## src/rtl/hyperbus_pkg.sv

```systemverilog
// Shared encodings for the Hyperbus burst FIFO bridge.
package hyperbus_pkg;

    localparam int unsigned STATE_W = 3;

    // Command direction bit as stored in the command FIFO
    localparam logic CMD_READ  = 1'b0;
    localparam logic CMD_WRITE = 1'b1;

    // One-hot FSM state encodings
    localparam logic [STATE_W-1:0] ST_IDLE = 3'b001;
    localparam logic [STATE_W-1:0] ST_RD   = 3'b010;
    localparam logic [STATE_W-1:0] ST_WR   = 3'b100;

endpackage

```

## src/rtl/hyperbus_sync_fifo.sv

```systemverilog
// Single-clock first-word fall-through FIFO with a one-ahead peek port.
module hyperbus_sync_fifo #(
    parameter int unsigned WIDTH      = 32,
    parameter int unsigned DEPTH_LOG2 = 3
) (
    input  logic                  clk,
    input  logic                  rst_n,
    input  logic                  push_i,
    input  logic [WIDTH-1:0]      data_i,
    input  logic                  pop_i,
    output logic [WIDTH-1:0]      data_o,
    output logic [WIDTH-1:0]      next_o,
    output logic                  full_o,
    output logic                  empty_o,
    output logic [DEPTH_LOG2:0]   count_o
);

    localparam int unsigned DEPTH = 1 << DEPTH_LOG2;
    localparam int unsigned CNT_W = DEPTH_LOG2 + 1;

    logic [WIDTH-1:0]      mem_q [DEPTH];
    logic [DEPTH_LOG2-1:0] wr_ptr_q, wr_ptr_d;
    logic [DEPTH_LOG2-1:0] rd_ptr_q, rd_ptr_d;
    logic [DEPTH_LOG2-1:0] rd_nxt;
    logic [CNT_W-1:0]      count_q, count_d;
    logic                  push_ok;
    logic                  pop_ok;

    assign full_o  = (count_q == CNT_W'(DEPTH));
    assign empty_o = (count_q == '0);
    assign count_o = count_q;
    assign push_ok = push_i && !full_o;
    assign pop_ok  = pop_i && !empty_o;
    assign rd_nxt  = rd_ptr_q + DEPTH_LOG2'(1);
    assign data_o  = mem_q[rd_ptr_q];
    assign next_o  = mem_q[rd_nxt];

    // Pointer and occupancy next-state, including simultaneous push and pop
    always_comb begin
        wr_ptr_d = wr_ptr_q;
        rd_ptr_d = rd_ptr_q;
        count_d  = count_q;
        if (push_ok) wr_ptr_d = wr_ptr_q + DEPTH_LOG2'(1);
        if (pop_ok)  rd_ptr_d = rd_nxt;
        case ({push_ok, pop_ok})
            2'b10:   count_d = count_q + CNT_W'(1);
            2'b01:   count_d = count_q - CNT_W'(1);
            default: count_d = count_q;
        endcase
    end

    // Control state; reset empties the FIFO without clearing storage
    always_ff @(posedge clk or negedge rst_n) begin
        if (!rst_n) begin
            wr_ptr_q <= '0;
            rd_ptr_q <= '0;
            count_q  <= '0;
        end else begin
            wr_ptr_q <= wr_ptr_d;
            rd_ptr_q <= rd_ptr_d;
            count_q  <= count_d;
        end
    end

    // Storage write
    always_ff @(posedge clk) begin
        if (push_ok) mem_q[wr_ptr_q] <= data_i;
    end

endmodule

```

## src/rtl/hyperbus_burst_fifo.sv

```systemverilog
// Burst command bridge: serialises FIFO words into Hyperbus beats and back.
module hyperbus_burst_fifo
    import hyperbus_pkg::*;
#(
    parameter int unsigned FIFO_DATA_WIDTH = 32,
    parameter int unsigned HBUS_DATA_WIDTH = 16,
    parameter int unsigned HBUS_ADDR_WIDTH = 32,
    parameter int unsigned DEPTH_LOG2      = 3,
    parameter int unsigned BURST_WIDTH     = 3
) (
    input  logic                       clk,
    input  logic                       rst_n,
    input  logic                       cmd_valid,
    output logic                       cmd_ready,
    input  logic                       cmd_we,
    input  logic [HBUS_ADDR_WIDTH-1:0] cmd_adr,
    input  logic [BURST_WIDTH-1:0]     cmd_len,
    input  logic                       tx_valid,
    output logic                       tx_ready,
    input  logic [FIFO_DATA_WIDTH-1:0] tx_dat,
    output logic                       rx_valid,
    input  logic                       rx_ready,
    output logic [FIFO_DATA_WIDTH-1:0] rx_dat,
    output logic                       idle,
    output logic [HBUS_ADDR_WIDTH-1:0] hbus_adr_o,
    input  logic [HBUS_DATA_WIDTH-1:0] hbus_dat_i,
    output logic [HBUS_DATA_WIDTH-1:0] hbus_dat_o,
    output logic                       hbus_rrq,
    output logic                       hbus_wrq,
    input  logic                       hbus_ready,
    input  logic                       hbus_valid,
    input  logic                       hbus_busy
);

    localparam int unsigned CYCLES  = FIFO_DATA_WIDTH / HBUS_DATA_WIDTH;
    localparam int unsigned BEAT_W  = $clog2(CYCLES + 1);
    localparam int unsigned WORDS_W = BURST_WIDTH + 1;
    localparam int unsigned CNT_W   = DEPTH_LOG2 + 1;
    localparam int unsigned DEPTH   = 1 << DEPTH_LOG2;
    localparam int unsigned CMD_W   = 1 + HBUS_ADDR_WIDTH + BURST_WIDTH;

    logic [STATE_W-1:0]         state_q, state_d;
    logic [HBUS_ADDR_WIDTH-1:0] adr_q, adr_d;
    logic [FIFO_DATA_WIDTH-1:0] shift_q, shift_d;
    logic [FIFO_DATA_WIDTH-1:0] asm_q, asm_d;
    logic [BEAT_W-1:0]          beat_q, beat_d;
    logic [WORDS_W-1:0]         words_left_q, words_left_d;

    logic [CMD_W-1:0]           cmd_head, cmd_next;
    logic                       cmd_full, cmd_empty;
    logic [CNT_W-1:0]           cmd_count;
    logic [FIFO_DATA_WIDTH-1:0] tx_head, tx_next, rx_next;
    logic                       tx_full, tx_empty, rx_full, rx_empty;
    logic [CNT_W-1:0]           tx_count, rx_count, rx_free;

    logic                       head_we;
    logic [HBUS_ADDR_WIDTH-1:0] head_adr;
    logic [BURST_WIDTH-1:0]     head_len;
    logic [WORDS_W-1:0]         head_n;
    logic                       launch_c;
    logic                       last_beat, last_word;
    logic                       cmd_pop, tx_pop, rx_push, rx_pop;
    logic                       unused_c;

    assign head_we   = cmd_head[CMD_W-1];
    assign head_adr  = cmd_head[CMD_W-2 -: HBUS_ADDR_WIDTH];
    assign head_len  = cmd_head[BURST_WIDTH-1:0];
    assign head_n    = WORDS_W'(head_len) + WORDS_W'(1);
    assign rx_free   = CNT_W'(DEPTH) - rx_count;
    assign last_beat = (beat_q == BEAT_W'(1));
    assign last_word = (words_left_q == WORDS_W'(1));

    // Launch only when the whole burst's data or space is already reserved
    assign launch_c = !cmd_empty && !hbus_busy &&
                      ((head_we == CMD_WRITE) ? (tx_count >= CNT_W'(head_n))
                                              : (rx_free  >= CNT_W'(head_n)));

    assign cmd_ready  = !cmd_full;
    assign tx_ready   = !tx_full;
    assign rx_valid   = !rx_empty;
    assign rx_pop     = rx_valid && rx_ready;
    assign idle       = (state_q == ST_IDLE) && cmd_empty;
    assign hbus_wrq   = (state_q == ST_WR);
    assign hbus_rrq   = (state_q == ST_RD);
    assign hbus_adr_o = adr_q;
    assign hbus_dat_o = shift_q[FIFO_DATA_WIDTH-1 -: HBUS_DATA_WIDTH];
    assign unused_c   = ^{cmd_next, cmd_count, rx_next, tx_empty, rx_full};

    // FSM state register
    always_ff @(posedge clk or negedge rst_n) begin
        if (!rst_n) state_q <= ST_IDLE;
        else        state_q <= state_d;
    end

    // FSM next-state
    always_comb begin
        state_d = state_q;
        case (state_q)
            ST_IDLE: if (launch_c) state_d = (head_we == CMD_WRITE) ? ST_WR : ST_RD;
            ST_WR:   if (hbus_ready && last_beat && last_word) state_d = ST_IDLE;
            ST_RD:   if (hbus_valid && last_beat && last_word) state_d = ST_IDLE;
            default: state_d = ST_IDLE;
        endcase
    end

    // FSM outputs: FIFO handshakes and datapath next values
    always_comb begin
        adr_d        = adr_q;
        shift_d      = shift_q;
        asm_d        = asm_q;
        beat_d       = beat_q;
        words_left_d = words_left_q;
        cmd_pop      = 1'b0;
        tx_pop       = 1'b0;
        rx_push      = 1'b0;
        case (state_q)
            ST_IDLE: begin
                if (launch_c) begin
                    cmd_pop      = 1'b1;
                    adr_d        = head_adr;
                    words_left_d = head_n;
                    beat_d       = BEAT_W'(CYCLES);
                    asm_d        = '0;
                    if (head_we == CMD_WRITE) shift_d = tx_head;
                end
            end
            ST_WR: begin
                if (hbus_ready) begin
                    shift_d = shift_q << HBUS_DATA_WIDTH;
                    beat_d  = beat_q - BEAT_W'(1);
                    if (last_beat) begin
                        tx_pop       = 1'b1;
                        words_left_d = words_left_q - WORDS_W'(1);
                        beat_d       = BEAT_W'(CYCLES);
                        shift_d      = last_word ? '0 : tx_next;
                    end
                end
            end
            ST_RD: begin
                if (hbus_valid) begin
                    asm_d  = (asm_q << HBUS_DATA_WIDTH) | FIFO_DATA_WIDTH'(hbus_dat_i);
                    beat_d = beat_q - BEAT_W'(1);
                    if (last_beat) begin
                        rx_push      = 1'b1;
                        words_left_d = words_left_q - WORDS_W'(1);
                        beat_d       = BEAT_W'(CYCLES);
                    end
                end
            end
            default: ;
        endcase
    end

    // Burst datapath registers
    always_ff @(posedge clk or negedge rst_n) begin
        if (!rst_n) begin
            adr_q        <= '0;
            shift_q      <= '0;
            asm_q        <= '0;
            beat_q       <= '0;
            words_left_q <= '0;
        end else begin
            adr_q        <= adr_d;
            shift_q      <= shift_d;
            asm_q        <= asm_d;
            beat_q       <= beat_d;
            words_left_q <= words_left_d;
        end
    end

    hyperbus_sync_fifo #(.WIDTH(CMD_W), .DEPTH_LOG2(DEPTH_LOG2)) u_cmd_fifo (
        .clk     (clk),
        .rst_n   (rst_n),
        .push_i  (cmd_valid && cmd_ready),
        .data_i  ({cmd_we, cmd_adr, cmd_len}),
        .pop_i   (cmd_pop),
        .data_o  (cmd_head),
        .next_o  (cmd_next),
        .full_o  (cmd_full),
        .empty_o (cmd_empty),
        .count_o (cmd_count)
    );

    hyperbus_sync_fifo #(.WIDTH(FIFO_DATA_WIDTH), .DEPTH_LOG2(DEPTH_LOG2)) u_tx_fifo (
        .clk     (clk),
        .rst_n   (rst_n),
        .push_i  (tx_valid && tx_ready),
        .data_i  (tx_dat),
        .pop_i   (tx_pop),
        .data_o  (tx_head),
        .next_o  (tx_next),
        .full_o  (tx_full),
        .empty_o (tx_empty),
        .count_o (tx_count)
    );

    hyperbus_sync_fifo #(.WIDTH(FIFO_DATA_WIDTH), .DEPTH_LOG2(DEPTH_LOG2)) u_rx_fifo (
        .clk     (clk),
        .rst_n   (rst_n),
        .push_i  (rx_push),
        .data_i  (asm_d),
        .pop_i   (rx_pop),
        .data_o  (rx_dat),
        .next_o  (rx_next),
        .full_o  (rx_full),
        .empty_o (rx_empty),
        .count_o (rx_count)
    );

endmodule

```

## config.mk

```make
export PLATFORM = sky130hd
export DESIGN_NAME = hyperbus_burst_fifo
export DESIGN_NICKNAME = d
export VERILOG_FILES = /design/src/rtl/hyperbus_pkg.sv /design/src/rtl/hyperbus_sync_fifo.sv /design/src/rtl/hyperbus_burst_fifo.sv
export SDC_FILE = /design/constraint.sdc
export NUM_CORES = 1
export LEC_CHECK = 0
export CORE_MARGIN = 2
export CORE_UTILIZATION = 46
export DETAILED_ROUTE_END_ITERATION = 16
export PLACE_DENSITY = 0.72
export SYNTH_ARGS = -nofsm -noshare
export SYNTH_HDL_FRONTEND = slang
export SYNTH_SLANG_ARGS = --single-unit
```

## constraint.sdc

```tcl
create_clock -name clk -period 8.15 [get_ports clk]
set_clock_uncertainty 0.1 [all_clocks]
set_input_delay 2.445 -clock clk [delete_from_list [all_inputs] [get_ports clk]]
set_output_delay 2.445 -clock clk [all_outputs]
set_load 0.02 [all_outputs]
```

* Word-level counts from Yosys, hierarchy flattened
Memories as Yosys holds them, arrays and structs flattened. Cells that the tools add are included.
Cells by class: $add $sub $neg 16, magnitude comparators 2, eq/ne operators 20, multiplexer cells 41, bitwise gates (word level) 1, reductions and logical operators 35
Operators with widths (count):
- 32-bit 2-to-1 mux | 7
- 32-bit one-hot mux with 2 select lines | 2
- 32-bit by 16-bit bitwise OR with 32-bit output | 1
- 4-bit one-hot mux with 2 select lines | 3
- 3-bit by 1-bit adder with 3-bit output, second input constant | 6
- 1-bit logical AND | 16
- 4-bit 2-to-1 mux | 4
- 4-bit by 1-bit subtractor with 4-bit output, second input constant | 4
- 1-bit 2-to-1 mux | 14
- 4-bit by 1-bit adder with 4-bit output, second input constant | 3
- 4-bit == test, second input constant | 3
- 4-bit logical NOT | 3
- 3-bit 2-to-1 mux | 4
- 4-bit one-hot mux with 3 select lines | 1
- 3-bit one-hot mux with 3 select lines | 1
- 2-bit by 1-bit == test with 1-bit output, second input constant | 4
- 4-bit >= comparator | 2
- 2-bit 2-to-1 mux | 4
- 2-bit by 1-bit inequality test with 1-bit output, second input constant | 4
- 4-bit AND reduction | 2
- 2-bit nonzero test | 4
- 1-bit logical NOT | 7
- 2-bit == test, second input constant | 3
- 2-bit one-hot mux with 3 select lines | 1
- 11 further kinds | 12
Storage, ports and cells: bits in registers 135, RAM bits 800, input port bits 92, output and inout port bits 86, word-level logic and storage cells 133, memories 3
Memory list:
- u_cmd_fifo.mem_q | words 8, width 36, rd ports 1, clocked after Yosys merged registers in 0, write ports 1, line hyperbus_sync_fifo.sv:21 | logic [WIDTH-1:0] mem_q [DEPTH];
- u_rx_fifo.mem_q | words 8, width 32, rd ports 1, clocked after Yosys merged registers in 0, write ports 1, line hyperbus_sync_fifo.sv:21
- u_tx_fifo.mem_q | words 8, width 32, rd ports 2, clocked after Yosys merged registers in 0, write ports 1, line hyperbus_sync_fifo.sv:21

* Depth between registers and ports, before layout
Gate-level depths: netlist of the first run. An unclocked memory read counts as a cell.
word-level depth 10, gate-level depth with buffers 20, depth with buffers taken out 17

* Modules after synthesis
A second synthesis of the first run with hierarchy kept.
Second synthesis, totals: cell total of the unflattened synthesis 2224, area total of the unflattened synthesis 43808.3 um^2
Modules (own cells, without submodules):
- hyperbus_sync_fifo at u_cmd_fifo | instances 1, cells an instance 612, area an instance 13999.7 um^2, seq. area each 8898.5 um^2
- hyperbus_sync_fifo at u_tx_fifo | instances 1, cells an instance 551, area an instance 12353.1 um^2, seq. area each 7937.6 um^2
- hyperbus_sync_fifo at u_rx_fifo | instances 1, cells an instance 551, area an instance 12194.2 um^2, seq. area each 7937.6 um^2
- hyperbus_burst_fifo | instances 1, cells an instance 510, area an instance 5261.3 um^2, seq. area each 2628.8 um^2

* Worst setup path before layout of the first run
Ideal clock, no wire load.
kind input -> register, start point in hbus_valid, end point mem u_rx_fifo.mem_q[0][0] (enable), library setup time 0.501 ns, data arrival time 5.908 ns, required time 7.549 ns, setup slack 1.640 ns, stages on the path 3, buffers on the path 0, cell sequence and3_1 -> clkinv_1 -> nor4_1
On the way: word-level cells in the longest chain between the ends 5
RTL lines:
- start, declared | line hyperbus_burst_fifo.sv:31 | input logic hbus_valid,
- 1-bit 2-to-1 mux | line hyperbus_burst_fifo.sv:140 | if (hbus_valid) begin
- 1-bit 2-to-1 mux | line hyperbus_burst_fifo.sv:116 | case (state_q)
- 1-bit logical AND | line hyperbus_sync_fifo.sv:32 | assign push_ok = push_i && !full_o;
- 1-bit 2-to-1 mux | line hyperbus_sync_fifo.sv:67 | if (push_ok) mem_q[wr_ptr_q] <= data_i;
- 1-bit 2-to-1 mux (implied by the code) | line hyperbus_sync_fifo.sv:67
- end, declared | line hyperbus_sync_fifo.sv:21
No other way between the ends.

* Worst setup path after layout of the first run
start point reg u_rx_fifo.rd_ptr_q[0], end point out rx_dat[1]
On the way: word-level cells in the longest chain between the ends 1
RTL lines:
- start, declared | line hyperbus_sync_fifo.sv:23 | logic [DEPTH_LOG2-1:0] rd_ptr_q, rd_ptr_d;
- start signal, assigned | line hyperbus_sync_fifo.sv:60 | rd_ptr_q <= rd_ptr_d;
- memory read 8 x 32 bit
- end, declared | line hyperbus_burst_fifo.sv:23 | output logic [FIFO_DATA_WIDTH-1:0] rx_dat,
No other way between the ends.

==> impl_metrics.py, run 1 <==
metrics = {
    "placed_design": {
        "hpwlAfterDp_um": 47000,
        "routabilityCongestion": 0.758,
        "place_ws_ns": 2.49,
        "port_buffers": 177,
    },
    "sta": {
        "setup_slack_ns": 1.87,
        "rsz0062_at_grt": "no",
        "maxSlewViolCount": 0,
        "finalCriticalPeriod_ns": 6.28,
        "fmax_mhz": 159,
        "period_share_pct": 77.0,
        "tightest_slew_ns": 1.11,
        "finalSetupViolCount": 0,
        "slew_headroom_pct": 25.1,
        "setup_tns_ns": 0,
        "hold_viol_final": 0,
    },
    "global_routing": {
        "grt-busiest-layer": "met2",
        "met2_usage_pct": 32.9,
        "grt_pass1_wl_um": 125000,
        "grt_use_met3_pct": 3.64,
        "grt_pass1_vias": 20400,
        "grt_antenna_before_repair": 13,
        "grt-ovfl-total": 0,
        "track_usage_pct": 19.3,
        "grt_max_degree": 77,
        "met1_usage_pct": 25.5,
    },
    "setup_path": {
        "timing.critical_path.to_type": "output port",
        "cp-start-kind": "flop",
        "arrival_ns": 3.73,
        "critPathKind": "reg2out",
        "crit_chain": "buf_4, mux4_2, mux2_2, clkdlybuf4s50_1",
        "slowest_delay_ns": 1.10,
        "critPathMaxFanout": 51,
        "critPathSlowestCell": "dfrtp_4",
        "crit_required_ns": 5.61,
    },
    "final_layout": {
        "drive_above_1_share_pct": 24.2,
        "areaGrowthSynthToFinish_pct": 16.7,
        "fillers": 6170,
        "final_common_cell": "edfxtp_1",
        "nNetsFinal": 2284,
        "final_cell_mix": "800 x edfxtp_1, 264 x mux4_2, 176 x clkdlybuf4s50_1",
        "finalCoreUtilization_pct": 54.3,
    },
    "logic_synthesis": {
        "avgSynthCellArea_um2": 19.5,
        "syn_inst": 1958,
        "netlist.area_leader.share_pct": 62.8,
        "synth-async-reset-ratio_pct": 14.4,
        "seq_area_frac_synth_pct": 71.7,
        "yosys_warnings": 0,
        "synth_area_leaders": "edfxtp_1 63%, mux4_2 16%, dfrtp_1 8.8%",
        "synth_ff_type": "edfxtp_1",
        "synth_area_um2": 38200,
        "syn-num-nets": 2077,
        "synth_edf_count": 800,
        "synth_top_cell_by_area": "edfxtp_1",
        "ys_types": 48,
        "synth_seq_cells": 935,
    },
    "clock_network": {
        "numCtsBuffers": 96,
        "tritoncts": "yes",
        "cts_setup_buffers": 0,
        "cts-htree-levels": 3,
        "clk_pin_slew_ns": 0.06,
        "clock_path_buffers": 3,
        "cts-root-buf": "clkbuf_16",
        "postCtsHoldBufs": 0,
        "clk_latency_ns": 0.67,
        "cts_num_sinks": 935,
        "postCtsResizedCells": 0,
    },
    "run_status": {
        "run_status": "finished, final reports clean",
    },
    "routing": {
        "vias_per_cell": 5.79,
        "first_pass_iters": 5,
        "dr_total_vias": 19200,
        "wirelength_um": 81600,
        "wl_per_cell_um": 24.6,
        "drt_iter0_drc": 1366,
        "drc_errors": 0,
        "ant_nets": 0,
    },
    "die": {
        "rows": 105,
        "start_util_pct": 46.5,
        "core_um2": 82200,
        "die_area_um2": 85500,
        "die_x_um": 292,
        "die_h_um": 292,
        "pin_count": 178,
    },
    "power": {
        "power_density_nw_per_um2": 332,
        "p_leak_nw": 14.4,
        "ir_worst_vdd_uv": 353,
    },
    "flow_run": {
        "drv_cap": 0,
    },
    "hold_path": {
        "hold_class": "reg2reg",
    },
}
[state kept, by name, indices dropped and copies added (netlist names), 32 cells and up]
register and flops:
u_tx_fifo.mem_q 256, hbus_adr_o 32, shift_q 32, u_cmd_fifo.mem_q 288, u_rx_fifo.mem_q 256, asm_q 32
[Yosys cell counts, drive strengths merged, types with 2 or more instances]
cell type  count
a211oi        16
a21o           5
a21oi         73
a31oi          4
and2           3
and3           4
buf           51
clkbuf        70
clkinv         2
dfrtp        134
edfxtp       800
fa             2
ha            25
inv           16
mux2          70
mux2i         86
mux4         264
nand2         97
nand2b        12
nand3          4
nand3b         5
nand4          3
nor2          73
nor2b         19
nor3          15
nor4           5
o21ai         56
o22a           2
o311a          2
xnor2         16
xor2          12
[metal layers]
layer,up-vias,share of wire [%]
met5,-,0.13
met4,16,2.2
met3,125,6.3
met2,589,50
met1,10200,41
li1,8336,-
[final timing paths]
path | start | cells past startpoint | endpoint | slack (ns)
max reg2reg | u_cmd_fifo.rd_ptr_q[0] | 16 | u_cmd_fifo.count_o[2] | 3.09
min | shift_q[18] | 1 | shift_q[18] | 0.39
max | u_rx_fifo.rd_ptr_q[0] | 4 | rx_dat[1] | 1.87
max in group asynchronous | rst_n | 2 | u_rx_fifo.rd_ptr_q[0] | 5.08
min in group asynchronous | rst_n | 1 | shift_q[19] | 1.59
min reg2reg | shift_q[18] | 1 | shift_q[18] | 0.39
[final cells by class]
| cell class | instances | area, um^2 | area share, % |
|---|---|---|---|
| repair buffers | 230 | 2170 | 4.86 |
| clock buffers | 118 | 2500 | 5.61 |
| well taps | 1070 | 1340 | 3.00 |
| flip-flops and latches | 935 | 27400 | 61.4 |
| clock inverters | 64 | 713 | 1.60 |
| multi-input cells | 884 | 10400 | 23.3 |
| inverters | 18 | 67.6 | 0.151 |
| diodes | 4 | 10.0 | 0.0224 |
[critical path, delay by kind of cell, from the launching register on]
kind / cells / cell delay (ns)
flops: 1 / 1.10
mux: 2 / 0.90
buf+inv: 2 / 1.02
[power by group]
part	internal (mW)	leakage, nW	switching (mW)	total [mW]
clock network	2.56	1.56	1.85	4.41
registers	5.94	8.75	0.484	6.42
logic	1.88	4.07	2.09	3.97
total	10.4	14.4	4.42	14.8
[kinds of logic after synthesis]
group	count (synthesis)	share of synthesized area, %
flops	935	71.7
mux	420	19.9
simple gates	244	2.87
compound gates	165	2.43
buf+inv	139	1.62
xor+xnor	28	0.641
fa+ha+maj	27	0.923
[per-stage QoR]
stage               total power, mW  hold WS, ns  cell area [um^2]  instances
detailed placement             10.5        0.385             41400       3137
floorplan                      9.14        0.363             38200       1958
global route                   15.5        0.406             44600       3323
CTS                            15.0        0.399             44600       3319
finish                         14.8        0.392             44600       3323
global placement               10.4        0.375             41400       3137
(Power assumes the default switching activity.)
==> run 2: changes to the inputs <==
- clock period: 8.15 -> 6.2 ns (I/O delays scaled with it)
==> impl_metrics.py, run 2 (same netlist as run 1, synthesis figures left out) <==
metrics = {
    "run_status": {
        "run_status": "finished, final reports clean",
    },
    "routing": {
        "wirelength_um": 84600,
        "vias_per_cell": 5.79,
        "dr_total_vias": 19300,
        "first_pass_iters": 8,
        "wl_per_cell_um": 25.4,
        "drc_errors": 0,
        "ant_nets": 0,
        "drt_iter0_drc": 1553,
    },
    "setup_path": {
        "r2r_slack_ns": 1.39,
        "crit_required_ns": 4.24,
        "arrival_ns": 3.26,
        "r2r_cells": 12,
        "critPathMaxFanout": 32,
        "critPathKind": "reg2out",
        "cp-start-kind": "flop",
        "timing.rr.end": "u_rx_fifo.mem_q[4][22]",
        "reg2reg_from": "u_cmd_fifo.rd_ptr_q[1]",
        "timing.critical_path.to_type": "output port",
    },
    "die": {
        "pin_count": 178,
        "rows": 105,
        "die_area_um2": 85500,
        "start_util_pct": 46.5,
        "die_h_um": 292,
        "die_x_um": 292,
        "core_um2": 82200,
    },
    "clock_network": {
        "clock_path_buffers": 3,
        "clk_latency_ns": 0.66,
        "cts_setup_buffers": 0,
        "postCtsResizedCells": 0,
        "cts-htree-levels": 3,
        "postCtsHoldBufs": 0,
        "numCtsBuffers": 95,
        "clk_pin_slew_ns": 0.06,
        "cts-root-buf": "clkbuf_16",
        "tritoncts": "yes",
        "cts_num_sinks": 935,
    },
    "sta": {
        "maxSlewViolCount": 0,
        "fmax_mhz": 191,
        "finalCriticalPeriod_ns": 5.22,
        "period_share_pct": 84.2,
        "slew_headroom_pct": 30.8,
        "setup_tns_ns": 0,
        "hold_viol_final": 0,
        "finalSetupViolCount": 0,
        "tightest_slew_ns": 1.04,
        "rsz0062_at_grt": "no",
        "hold_slack_ns": 0.399,
    },
    "placed_design": {
        "hpwlAfterDp_um": 48900,
        "routabilityCongestion": 0.763,
        "port_buffers": 177,
    },
    "global_routing": {
        "grt_max_degree": 92,
        "grt_pass1_wl_um": 128000,
        "grt_antenna_before_repair": 15,
        "track_usage_pct": 20.0,
        "grt_pass1_vias": 20700,
        "grt-ovfl-total": 0,
    },
    "hold_path": {
        "hold_class": "reg2reg",
        "worstHoldPathCells": 1,
        "min_from": "shift_q[28]",
        "min_to": "shift_q[28]",
    },
    "final_layout": {
        "areaGrowthSynthToFinish_pct": 17.0,
        "final_common_cell": "edfxtp_1",
        "final_cell_mix": "800 x edfxtp_1, 264 x mux4_2, 176 x clkdlybuf4s50_1",
        "largest_register": "u_cmd_fifo.mem_q",
        "reg.largest.list": "u_cmd_fifo.mem_q: 288 flops, u_rx_fifo.mem_q: 256 flops, u_tx_fifo.mem_q: 256 flops",
        "nNetsFinal": 2286,
        "largest_reg_flops": 288,
        "drive_above_1_share_pct": 24.3,
    },
    "power": {
        "p_leak_nw": 14.4,
        "power.total_mw": 19.6,
        "power_density_nw_per_um2": 438,
        "ir_worst_vdd_uv": 340,
    },
    "flow_run": {
        "drv_cap": 0,
    },
}
## run 2: area by class of cell
type,count,area (um^2)
well taps,1070,1340
fillers,6268,37500
repair buffers,233,2240
multi-input cells,884,10400
clock buffers,135,2680
clock inverters,45,587
inverters,18,67.6
flip-flops and latches,935,27400
diodes,6,15.0
## run 2: power by group
group / switching (mW) / internal, mW / leakage, nW
combinational: 2.79 / 2.49 / 4.09
clock: 2.42 / 3.46 / 1.58
sequential: 0.624 / 7.81 / 8.74
total: 5.84 / 13.8 / 14.4
## run 2: layer usage
layer | GRT usage [%] | routed length [um]
met1 | 25.7 | 34200
met2 | 34.0 | 42900
met3 | 4.38 | 5330
met4 | 6.64 | 2040
met5 | 0 | 98
## run 2: worst max-delay path by stage
| stage | slack, ns | from | depth (start not counted) | to |
|---|---|---|---|---|
| 2_1_floorplan | 0.28 | hbus_valid | 3 | u_rx_fifo.mem_q[0][0] |
| 3_3_place_gp | 1.50 | u_cmd_fifo.rd_ptr_q[1] | 16 | u_cmd_fifo.count_o[2] |
| 3_5_place_dp | 1.37 | u_cmd_fifo.rd_ptr_q[1] | 16 | u_cmd_fifo.count_o[2] |
| 4_1_cts | 0.92 | u_rx_fifo.rd_ptr_q[1] | 4 | rx_dat[16] |
| 5_1_grt | 0.84 | u_rx_fifo.rd_ptr_q[0] | 4 | rx_dat[29] |
| 6_report | 0.98 | u_rx_fifo.rd_ptr_q[1] | 4 | rx_dat[16] |
## run 2: critical path, stage by stage, from the launching register on
cell             delay [ns]
dfrtp_2                0.90
buf_4                  0.44
mux4_2                 0.37
mux2_2                 0.33
clkdlybuf4s50_1        0.57
## run 2: metrics by stage
| step | utilization, % | area (um^2) | setup slack [ns] | cells |
|---|---|---|---|---|
| 2_1_floorplan | - | 38200 | 0.275 | 1958 |
| 3_5_place_dp | 50.4 | 41500 | 1.37 | 3140 |
| 4_1_cts | 54.4 | 44700 | 0.918 | 3320 |
| 6_report | 54.4 | 44800 | 0.977 | 3326 |
| 3_3_place_gp | 50.4 | 41500 | 1.50 | 3140 |
| 5_1_grt | 54.4 | 44700 | 0.841 | 3323 |
